--- config.mk ---
export PLATFORM = sky130hd
export DESIGN_NAME = alu_mb_seq
export DESIGN_NICKNAME = d
export VERILOG_FILES = /design/src/rtl/alu_pkg.sv /design/src/rtl/alu_mb_seq.sv
export SDC_FILE = /design/constraint.sdc
export NUM_CORES = 1
export LEC_CHECK = 0
export ABC_AREA = 1
export CAP_MARGIN = 20
export CORE_MARGIN = 1.5
export CORE_UTILIZATION = 30
export CTS_BUF_LIST = sky130_fd_sc_hd__clkbuf_16
export CTS_CLUSTER_SIZE = 12
export DETAILED_ROUTE_END_ITERATION = 10
export PLACE_DENSITY = 0.6
export SETUP_SLACK_MARGIN = 0.3
export SLEW_MARGIN = 0
export SYNTH_ARGS = -nofsm -noshare
export SYNTH_HDL_FRONTEND = slang
export SYNTH_SLANG_ARGS = --single-unit
--- constraint.sdc ---
create_clock -name clk -period 6.6 [get_ports clk]
set_input_delay 0.66 -clock clk [delete_from_list [all_inputs] [get_ports clk]]
set_output_delay 0.66 -clock clk [all_outputs]
set_load 0.03 [all_outputs]
--- src/rtl/alu_pkg.sv ---
// Shared types for the 8-bit ALU and its multi-byte sequencer.
// The op encoding matches the alu_8bit 'f' input bit for bit.
package alu_pkg;

  typedef enum logic [1:0] {
    OP_NOT = 2'b00,
    OP_OR  = 2'b01,
    OP_AND = 2'b10,
    OP_ADD = 2'b11
  } alu_op_e;

  typedef enum logic [1:0] {
    IDLE = 2'b00,
    RUN  = 2'b01,
    DONE = 2'b10
  } mb_state_e;

endpackage

--- src/rtl/alu_mb_seq.sv ---
// Multi-byte sequencer in front of alu_8bit: latches a full-width request, streams it
// LSB byte first through the ALU (carry chained for ADD), and returns the assembled result.
module alu_mb_seq
  import alu_pkg::*;
#(
  parameter int NBYTES = 4
) (
  input  logic                clk,
  input  logic                rst,
  // Handshakes: a transfer happens on any rising edge where valid & ready are both 1.
  // The producer holds valid and payload stable until that edge; ready never waits on valid.
  input  logic                req_valid,
  output logic                req_ready,
  input  logic [1:0]          req_op,
  input  logic [8*NBYTES-1:0] req_a,
  input  logic [8*NBYTES-1:0] req_b,
  input  logic                req_cin,
  output logic [7:0]          alu_a,
  output logic [7:0]          alu_b,
  output logic [1:0]          alu_f,
  output logic                alu_cin,
  input  logic [7:0]          alu_out,
  input  logic                alu_cout,
  output logic                rsp_valid,
  input  logic                rsp_ready,
  output logic [8*NBYTES-1:0] rsp_result,
  output logic                rsp_cout,
  output logic                rsp_zero,
  output mb_state_e           dbg_state
);

  localparam int W    = 8 * NBYTES;
  localparam int IDXW = (NBYTES > 1) ? $clog2(NBYTES) : 1;
  localparam logic [IDXW-1:0] LAST_IDX = IDXW'(NBYTES - 1);

  mb_state_e       state_q, state_d;
  logic [IDXW-1:0] idx_q, idx_d;
  logic [W-1:0]    a_q, a_d;
  logic [W-1:0]    b_q, b_d;
  alu_op_e         op_q, op_d;
  logic            carry_q, carry_d;
  logic [W-1:0]    result_q, result_d;
  logic            cout_q, cout_d;
  logic            zero_q, zero_d;

  always_comb begin
    state_d  = state_q;
    idx_d    = idx_q;
    a_d      = a_q;
    b_d      = b_q;
    op_d     = op_q;
    carry_d  = carry_q;
    result_d = result_q;
    cout_d   = cout_q;
    zero_d   = zero_q;
    case (state_q)
      IDLE: begin
        if (req_valid && req_ready) begin
          a_d      = req_a;
          b_d      = req_b;
          op_d     = alu_op_e'(req_op);
          carry_d  = (alu_op_e'(req_op) == OP_ADD) ? req_cin : 1'b0;
          idx_d    = '0;
          result_d = '0;
          state_d  = RUN;
        end
      end
      RUN: begin
        result_d[8*idx_q +: 8] = alu_out;
        carry_d = (op_q == OP_ADD) ? alu_cout : 1'b0;
        idx_d   = idx_q + 1'b1;
        // Flags are captured with the last byte so they land with the final result.
        if (idx_q == LAST_IDX) begin
          idx_d   = '0;
          cout_d  = carry_d;
          zero_d  = (result_d == '0);
          state_d = DONE;
        end
      end
      DONE: begin
        if (rsp_ready) state_d = IDLE;
      end
      default: state_d = IDLE;
    endcase
  end

  always_ff @(posedge clk or posedge rst) begin
    if (rst) begin
      state_q  <= IDLE;
      idx_q    <= '0;
      a_q      <= '0;
      b_q      <= '0;
      op_q     <= OP_NOT;
      carry_q  <= 1'b0;
      result_q <= '0;
      cout_q   <= 1'b0;
      zero_q   <= 1'b0;
    end else begin
      state_q  <= state_d;
      idx_q    <= idx_d;
      a_q      <= a_d;
      b_q      <= b_d;
      op_q     <= op_d;
      carry_q  <= carry_d;
      result_q <= result_d;
      cout_q   <= cout_d;
      zero_q   <= zero_d;
    end
  end

  // ALU drives are decoded from registers only, leaving the whole period for alu_8bit.
  always_comb begin
    alu_a   = 8'h00;
    alu_b   = 8'h00;
    alu_f   = 2'b00;
    alu_cin = 1'b0;
    if (state_q == RUN) begin
      alu_a   = a_q[8*idx_q +: 8];
      alu_b   = b_q[8*idx_q +: 8];
      alu_f   = op_q;
      alu_cin = carry_q;
    end
  end

  assign req_ready  = (state_q == IDLE) && !rst;
  assign rsp_valid  = (state_q == DONE);
  assign rsp_result = result_q;
  assign rsp_cout   = cout_q;
  assign rsp_zero   = zero_q;
  assign dbg_state  = state_q;

endmodule

Word level (Yosys, flattened, before mapping)

Cells that the tools add are included.
W data, S select, Z words.

Register bits after elaboration: 105

Mux-type cells: 18
Shifts and indexed selects: 4
Eq/ne operators: 8
Reduce and logical (&&, ||, !) cells: 10
$add $sub $neg: 2

Operators by type and width:

| operator                  | count |
|---|---|
| $pmux W32 S2              | 1 |
| $shiftx A32 B6 Y8         | 2 |
| $neg A5 Y34               | 1 |
| $shift A8 B34 Y32 const A | 1 |
| $shiftx A8 B34 Y32        | 1 |
| $bwmux W32                | 1 |
| $logic_not A32 Y1         | 1 |
| $mux W32                  | 1 |
| $mux W8                   | 2 |
| $mux W2                   | 6 |
| $eq A2 B2 Y1 const B      | 4 |
| $pmux W2 S3               | 1 |
| $reduce_and A2 Y1         | 3 |
| $mux W1                   | 4 |
| $ne A2 B2 Y1 const B      | 2 |
| $pmux W2 S2               | 1 |
| $reduce_and A3 Y1         | 1 |
| $add A2 B1 Y2 const B     | 1 |
| $eq A2 B1 Y1 const B      | 1 |
| $logic_and A1 B1 Y1       | 2 |
| $logic_not A2 Y1          | 1 |
| $ne A2 B1 Y1 const B      | 1 |
| $pmux W1 S2               | 1 |
| $reduce_bool A2 Y1        | 1 |
| $logic_not A1 Y1          | 1 |

Logic depth before layout (Yosys ltp)

Gate-level depths: netlist of run 1.

Depth after elaboration: 5
Mapped depth: 15
Depth with buffers taken out: 13

Worst setup path after synthesis of run 1

OpenSTA, ideal clock, no wires.

Kind: register to output
Start point: register idx_q[0]
End point: output port alu_a[3]
Stages on the path, launching flop included: 8
Arrival: 1.586 ns
Data required time: 5.940 ns
Setup slack: 4.354 ns
Cell sequence: dfrtp_1 -> buf_4 -> buf_6 -> buf_2 -> nor2_1 -> nor2_1 -> o21ai_0 -> a21oi_1

Word-level cells in the longest chain between the ends: 2

Ends and longest elaborated chain:

| item                   | RTL line          | text |
|---|---|---|
| start, declared        | alu_mb_seq.sv:37  | `logic [IDXW-1:0] idx_q, idx_d;` |
| start signal, assigned | alu_mb_seq.sv:100 | `idx_q <= idx_d;` |
| $shiftx A32 B6 Y8      | alu_mb_seq.sv:118 | `alu_a = a_q[8*idx_q +: 8];` |
| $mux W8                | alu_mb_seq.sv:117 | `if (state_q == RUN) begin` |
| end, declared          | alu_mb_seq.sv:18  | `output logic [7:0] alu_a,` |

Every way passes these cells.

Worst setup path in the final report of run 1

Start point: register idx_q[0]
End point: output port alu_a[6]

The elaborated chain is that of the path after synthesis.

==> run metrics, run 1 <==
status=completed; max-slew violations=0; worst path buffer plus inverter count=2; Synth cell types=27; # setup viols final=0; synthesis-stage register bit count=105; WL met2=6673 um; total wire length=14,780 um; layout cells sized above 1=4.152%; Vias=4,793; clock tree from TritonCTS=built; first-pass detailed-route iteration total=4; Top Metal Used=met4; clk sinks=105; Die X=135.8 um; Crit Path Max Fanout=59; arrival time worst endpoint=3220 ps; sequential fraction of the synthesis area=49.68%; setup bufs post-CTS=0; GRT Residual Overflow=0; CTS resizes=0; Startpoint Class=flop; Yosys top cell area share=49.68%; average size of a mapped cell=7.325 sq um; most common cell after layout, fill and taps aside=nand2_1; worst min path class=flop to flop; most frequent cells in the layout=nand2_1, clkdlybuf4s50_1, nor2_1, dfrtp_1, inv_1; Synthesized Nets=808; Least-Margin Pin Slew=1060 ps; CORE AREA=0.01724 sq mm; ranking of synthesized cells by area=dfrtp_1, nand2_1, nor2_1; VDD IR max=0.2116 mV; DRC viols=0; overall power=3.480 mW; DIE AREA=0.01843 sq mm; DRT met1 WL=6992 um; htree depth=3; routability cong.=0.8044; Initial Util=30.68%; Critical-path top delay cell=dfrtp_2; antenna violations before repair=0; Std-Cell Rows=48; Synth-to-Final Area Change=34.63%; nets@finish=924; final core occ=41.31%; Final period util=58.78%; Fmax achieved=0.2578 GHz; Worst-path clk slew=70 ps; Fin Setup TNS=0 ps; DRT antenna net count=0; max incr delay on CP=1060 ps; CTS Buffer Depth=2; leakage=3.401 nW; power density cells=488.8 mW/mm^2; endpoints failing hold=0; port buffer count=136; clk root buf=clkbuf_16; Slew headroom=29.35%; gr usage total=16.73%; worst-skew pair later-pin latency=360 ps; kind of critical path=flop to output pin; Max Cap Viol=0; RSZ-0062 raised after global routing=no; DR WL/cell=13.84 um; Final HPWL DP=10,350 um; Top delay family on crit path=buffers and inverters; DR WL met3=983 um; final worst slack=2721 ps; worst clock skew=6.604 ps; vias in the first global route=4,621; First DRT Iteration DRCs=388; Tmin final=3879 ps; dominant cell type by area after synthesis=dfrtp_1; cts hold-fix bufs=0; CTS Buf Count=9; Required @ worst endpoint=5940 ps; Diodes inserted=0; Setup WS pre-CTS=3044 ps; critical path cell sequence=inv_1 > o21ai_0 > a21oi_1 > clkdlybuf4s50_1; first-pass GRT wire length=23,800 um; cell area after synthesis=0.005289 sq mm; pin count of the biggest net entering global routing=77; Critical Path Sink Type=output pin; top-level I/O count=137; DIE HEIGHT=135.8 um; post-synthesis cell count=722; synth warn=0; via-per-instance ratio=4.488
worst min-delay path: cells and delay by family, from the launching register on:
family	cells	cell delay [ps]
simple gates	2	100
flops	1	340
logic make-up after synthesis:
group	Yosys count	share of synthesized area, %
buffers and inverters	103	8.327
AND/OR/NAND/NOR	402	29.81
AO/OA/AOI/OAI	106	10.76
adder cells (fa/ha/maj)	6	1.419
flip-flops	105	49.68
power by group:
group          total (mW)  switching, mW  internal [mW]
registers            1.15          0.225          0.921
clock network       0.573          0.243          0.329
logic                1.76           1.12          0.646
final cells by class:
| class | instances | area (sq um) |
|---|---|---|
| fill | 1795 | 10120 |
| sequential | 105 | 2629 |
| multi-input combinational | 514 | 2223 |
| timing repair buffer | 140 | 1416 |
| tap | 225 | 281.5 |
| inverter | 68 | 257.7 |
| clock buffer | 9 | 225.2 |
| clock inverter | 7 | 87.58 |
routing by layer:
layer  global-route usage, %  vias to the layer above
li1                        -                     2474
met1                   23.35                     2161
met2                   26.17                      146
met3                   4.190                       12
met4                   3.584                        0
met5                       0                        -
cells in the mapped netlist:
| library cell | number |
|---|---|
| nand2_1 | 257 |
| a22o_1 | 1 |
| buf_6 | 2 |
| clkbuf_2 | 1 |
| buf_2 | 18 |
| o21ai_1 | 5 |
| buf_4 | 4 |
| ha_1 | 6 |
| o21ai_0 | 54 |
| a21oi_1 | 24 |
| inv_1 | 62 |
| buf_1 | 3 |
| nand4_1 | 1 |
| nor3_2 | 1 |
| or2_2 | 1 |
| o31ai_1 | 1 |
| nor2_2 | 3 |
| o211ai_1 | 3 |
| nand2_2 | 1 |
| nor2_1 | 113 |
| nand3_1 | 22 |
| nand3_2 | 3 |
| o221ai_1 | 1 |
| o22ai_1 | 17 |
| inv_2 | 6 |
| dfrtp_1 | 105 |
| clkbuf_1 | 7 |
worst paths after layout:
| path | end | depth (start not counted) | from | slack (ps) |
|---|---|---|---|---|
| max in group asynchronous | idx_q[0] | 3 | rst | 4560 |
| hold / removal | b_q[5] | 2 | b_q[5] | 480 |
| setup / recovery | alu_a[6] | 4 | idx_q[0] | 2720 |
| hold reg to reg | b_q[5] | 2 | b_q[5] | 480 |
| setup reg to reg | rsp_zero | 12 | idx_q[0] | 3260 |
| min in group asynchronous | rsp_result[15] | 2 | rst | 710 |
flip-flops by register name (all words and copies together), names as in the netlist:
signal	count
a_q	32
b_q	32
carry_q	1
op_q	2
rsp_result	32
rsp_zero	1
idx_q	2
dbg_state	2
rsp_cout	1
metrics by stage:
| step | instance area [sq um] | hold WS [ps] | instances |
|---|---|---|---|
| 4_1_cts | 7121 | 479.4 | 1068 |
| 3_5_place_dp | 6808 | 459.8 | 1052 |
| 2_1_floorplan | 5289 | 443.6 | 722 |
| 3_3_place_gp | 6768 | 456.6 | 1050 |
| 5_1_grt | 7121 | 497.2 | 1068 |
| 6_report | 7121 | 475.4 | 1068 |
(Power assumes the default switching activity.)
==> inputs of run 2 (changes only) <==
--- a/config.mk
+++ b/config.mk
@@ -12,7 +12,7 @@
 export CTS_BUF_LIST = sky130_fd_sc_hd__clkbuf_16
 export CTS_CLUSTER_SIZE = 12
 export DETAILED_ROUTE_END_ITERATION = 10
-export PLACE_DENSITY = 0.6
+export PLACE_DENSITY = 0.62
 export SETUP_SLACK_MARGIN = 0.3
 export SLEW_MARGIN = 0
 export SYNTH_ARGS = -nofsm -noshare
==> constraint.sdc (replaced) <==
create_clock -name clk -period 3.55 [get_ports clk]
set_input_delay 0.355 -clock clk [delete_from_list [all_inputs] [get_ports clk]]
set_output_delay 0.355 -clock clk [all_outputs]
set_load 0.03 [all_outputs]
==> run 2 against run 1 <==
Hold slack worse by 160 ps; first-iteration DRC count is 6.7% lower; sequential share of layout area hardly changed; core utilization is essentially flat; cell area is 0.11% higher; sequential power grew 77%; die area is the same; cell count up 0.19%; power grew 87%; critical path type unchanged; largest cell class unchanged; highest routed layer unchanged.
==> run metrics, run 2 (synthesized netlist as in run 1, its figures left out) <==
first-pass detailed-route iteration total=5 (+1); Critical Path Sink Type=output pin; pin count of the biggest net entering global routing=91 (+18%); design area=0.007128 sq mm (+0.11%); CORE AREA=0.01724 sq mm (unchanged); Slew headroom=47.20% (+18 points); power density cells=910.9 mW/mm^2 (+86%); first-pass GRT wire length=23,980 um (+0.75%); Tmin final=3012 ps; antenna violations before repair=0 (unchanged); Vias=4,907 (+2.4%); layout cells sized above 1=4.615% (+0.46 points); Sw Share=45.61% (+0.10 points); Fin Setup TNS=0 ps (unchanged); Least-Margin Pin Slew=791.1 ps (-268.7 ps); Diodes inserted=0 (unchanged); RSZ-0062 raised after global routing=no; CTS Buf Count=9 (unchanged); nets@finish=927 (+0.32%); final cell count without fillers=1,070 (+0.19%); routability cong.=0.7897 (-1.8%); setup bufs post-CTS=0 (unchanged); Worst R2R Path Depth=12 (unchanged); kind of critical path=flop to output pin; Synth-to-Final Area Change=34.78%; worst min path class=input pin to async pin; arrival time worst endpoint=2660 ps (-560 ps); leakage=3.409 nW (+0.23%); most frequent cells in the layout=nand2_1, clkdlybuf4s50_1, nor2_1, dfrtp_1, inv_1; First DRT Iteration DRCs=362 (-6.7%); clk sinks=105 (unchanged); Fin Hold WS=318.9 ps (-156.5 ps); status=completed; DIE AREA=0.01843 sq mm (unchanged); DRT antenna net count=0 (unchanged); Max Cap Viol=0 (unchanged); DIE HEIGHT=135.8 um (unchanged); area of placed instances=0.006818 sq mm (+0.15%); Seq pwr share=31.3% (-1.6 points); CTS resizes=0 (unchanged); endpoints failing hold=0 (unchanged); htree depth=3 (unchanged); Std-Cell Rows=48 (unchanged); cts hold-fix bufs=0 (unchanged); DRC viols=0 (unchanged); # fillers=1,760 (-1.9%); Fmax achieved=0.3320 GHz; total wire length=14,890 um (+0.74%); Final period util=84.83%; clock share of power=16.5% (about the same); DR WL/cell=13.92 um (+0.56%); top-level I/O count=137 (unchanged); gr usage total=16.70% (-0.031 points); Comb pwr share=52.2% (+1.6 points); max-slew violations=0 (unchanged); Final HPWL DP=10,230 um (-1.1%); Required @ worst endpoint=3190 ps (-2750 ps); Worst-path clk slew=80 ps (about the same); vias in the first global route=4,730 (+2.4%); Startpoint Class=flop; CTS Buffer Depth=2 (unchanged); port buffer count=136 (unchanged); placed cell count=1,055 (+0.29%); via-per-instance ratio=4.586 (+2.2%); most common cell after layout, fill and taps aside=nand2_1; worst-skew pair later-pin latency=360 ps (about the same); Die X=135.8 um (unchanged); # setup viols final=0 (unchanged); Internal=3.531 mW (+86%); clk root buf=clkbuf_16; VDD IR max=0.5761 mV (+170%); clock tree from TritonCTS=built; GRT Residual Overflow=0 (unchanged); P_sw=2.962 mW (+87%); worst clock skew=12.58 ps (+5.976 ps); Initial Util=30.68% (unchanged); Crit Path Max Fanout=17 (-71%)
[run 2: worst max-delay path, stage by stage, from the launching register on]
cell	delay, ps
dfrtp_1	620
inv_1	450
nor2_1	180
o21ai_0	100
a21oi_1	230
clkdlybuf4s50_1	720
[run 2: path summary, 6_finish.rpt]
path                          start              to  slack, ps
min in group clk            a_q[26]         a_q[26]        480
hold reg to reg             a_q[26]         a_q[26]        480
max in group asynchronous       rst        idx_q[0]       2420
hold / removal                  rst  rsp_result[30]        320
setup / recovery           idx_q[1]        alu_a[1]        540
setup reg to reg           idx_q[1]        rsp_zero        930
[run 2: power by group through the flow]
| stage | combinational [mW] | sequential (mW) | clock [mW] |
|---|---|---|---|
| 6_report | 3.39 | 2.03 | 1.07 |
| 5_1_grt | 3.77 | 2.09 | 1.14 |
| 4_1_cts | 3.42 | 2.03 | 1.09 |
| 3_5_place_dp | 3.40 | 2.05 | 0 |
| 3_3_place_gp | 3.40 | 2.04 | 0 |
| 2_1_floorplan | 2.01 | 2.26 | 0 |
[run 2: routing by layer]
layer  vias to the layer above  part of all wire (%)  track usage, %
met4                         0                   1.5           5.137
met1                      2246                    48           23.30
li1                       2484                     -               -
met2                       160                    44           25.63
met5                         -                     0               0
met3                        17                   5.9           3.891
[run 2: final cells by class]
cell class	count	area, sq um	share of cell area, %
flip-flops and latches	105	2629	36.88
inverters	68	257.7	3.616
multi-input cells	514	2223	31.19
clock inverters	6	85.08	1.194
well taps	225	281.5	3.949
clock buffers	9	225.2	3.160
repair buffers	143	1426	20.01
[run 2: stage by stage]
| step | util, % | setup WS, ps | total power [mW] |
|---|---|---|---|
| floorplan | - | 434.5 | 4.270 |
| global placement | 39.55 | 930.9 | 5.432 |
| detailed placement | 39.55 | 898.8 | 5.451 |
| CTS | 41.35 | 527.4 | 6.544 |
| global route | 41.35 | 329.9 | 7.007 |
| finish | 41.35 | 538.4 | 6.493 |
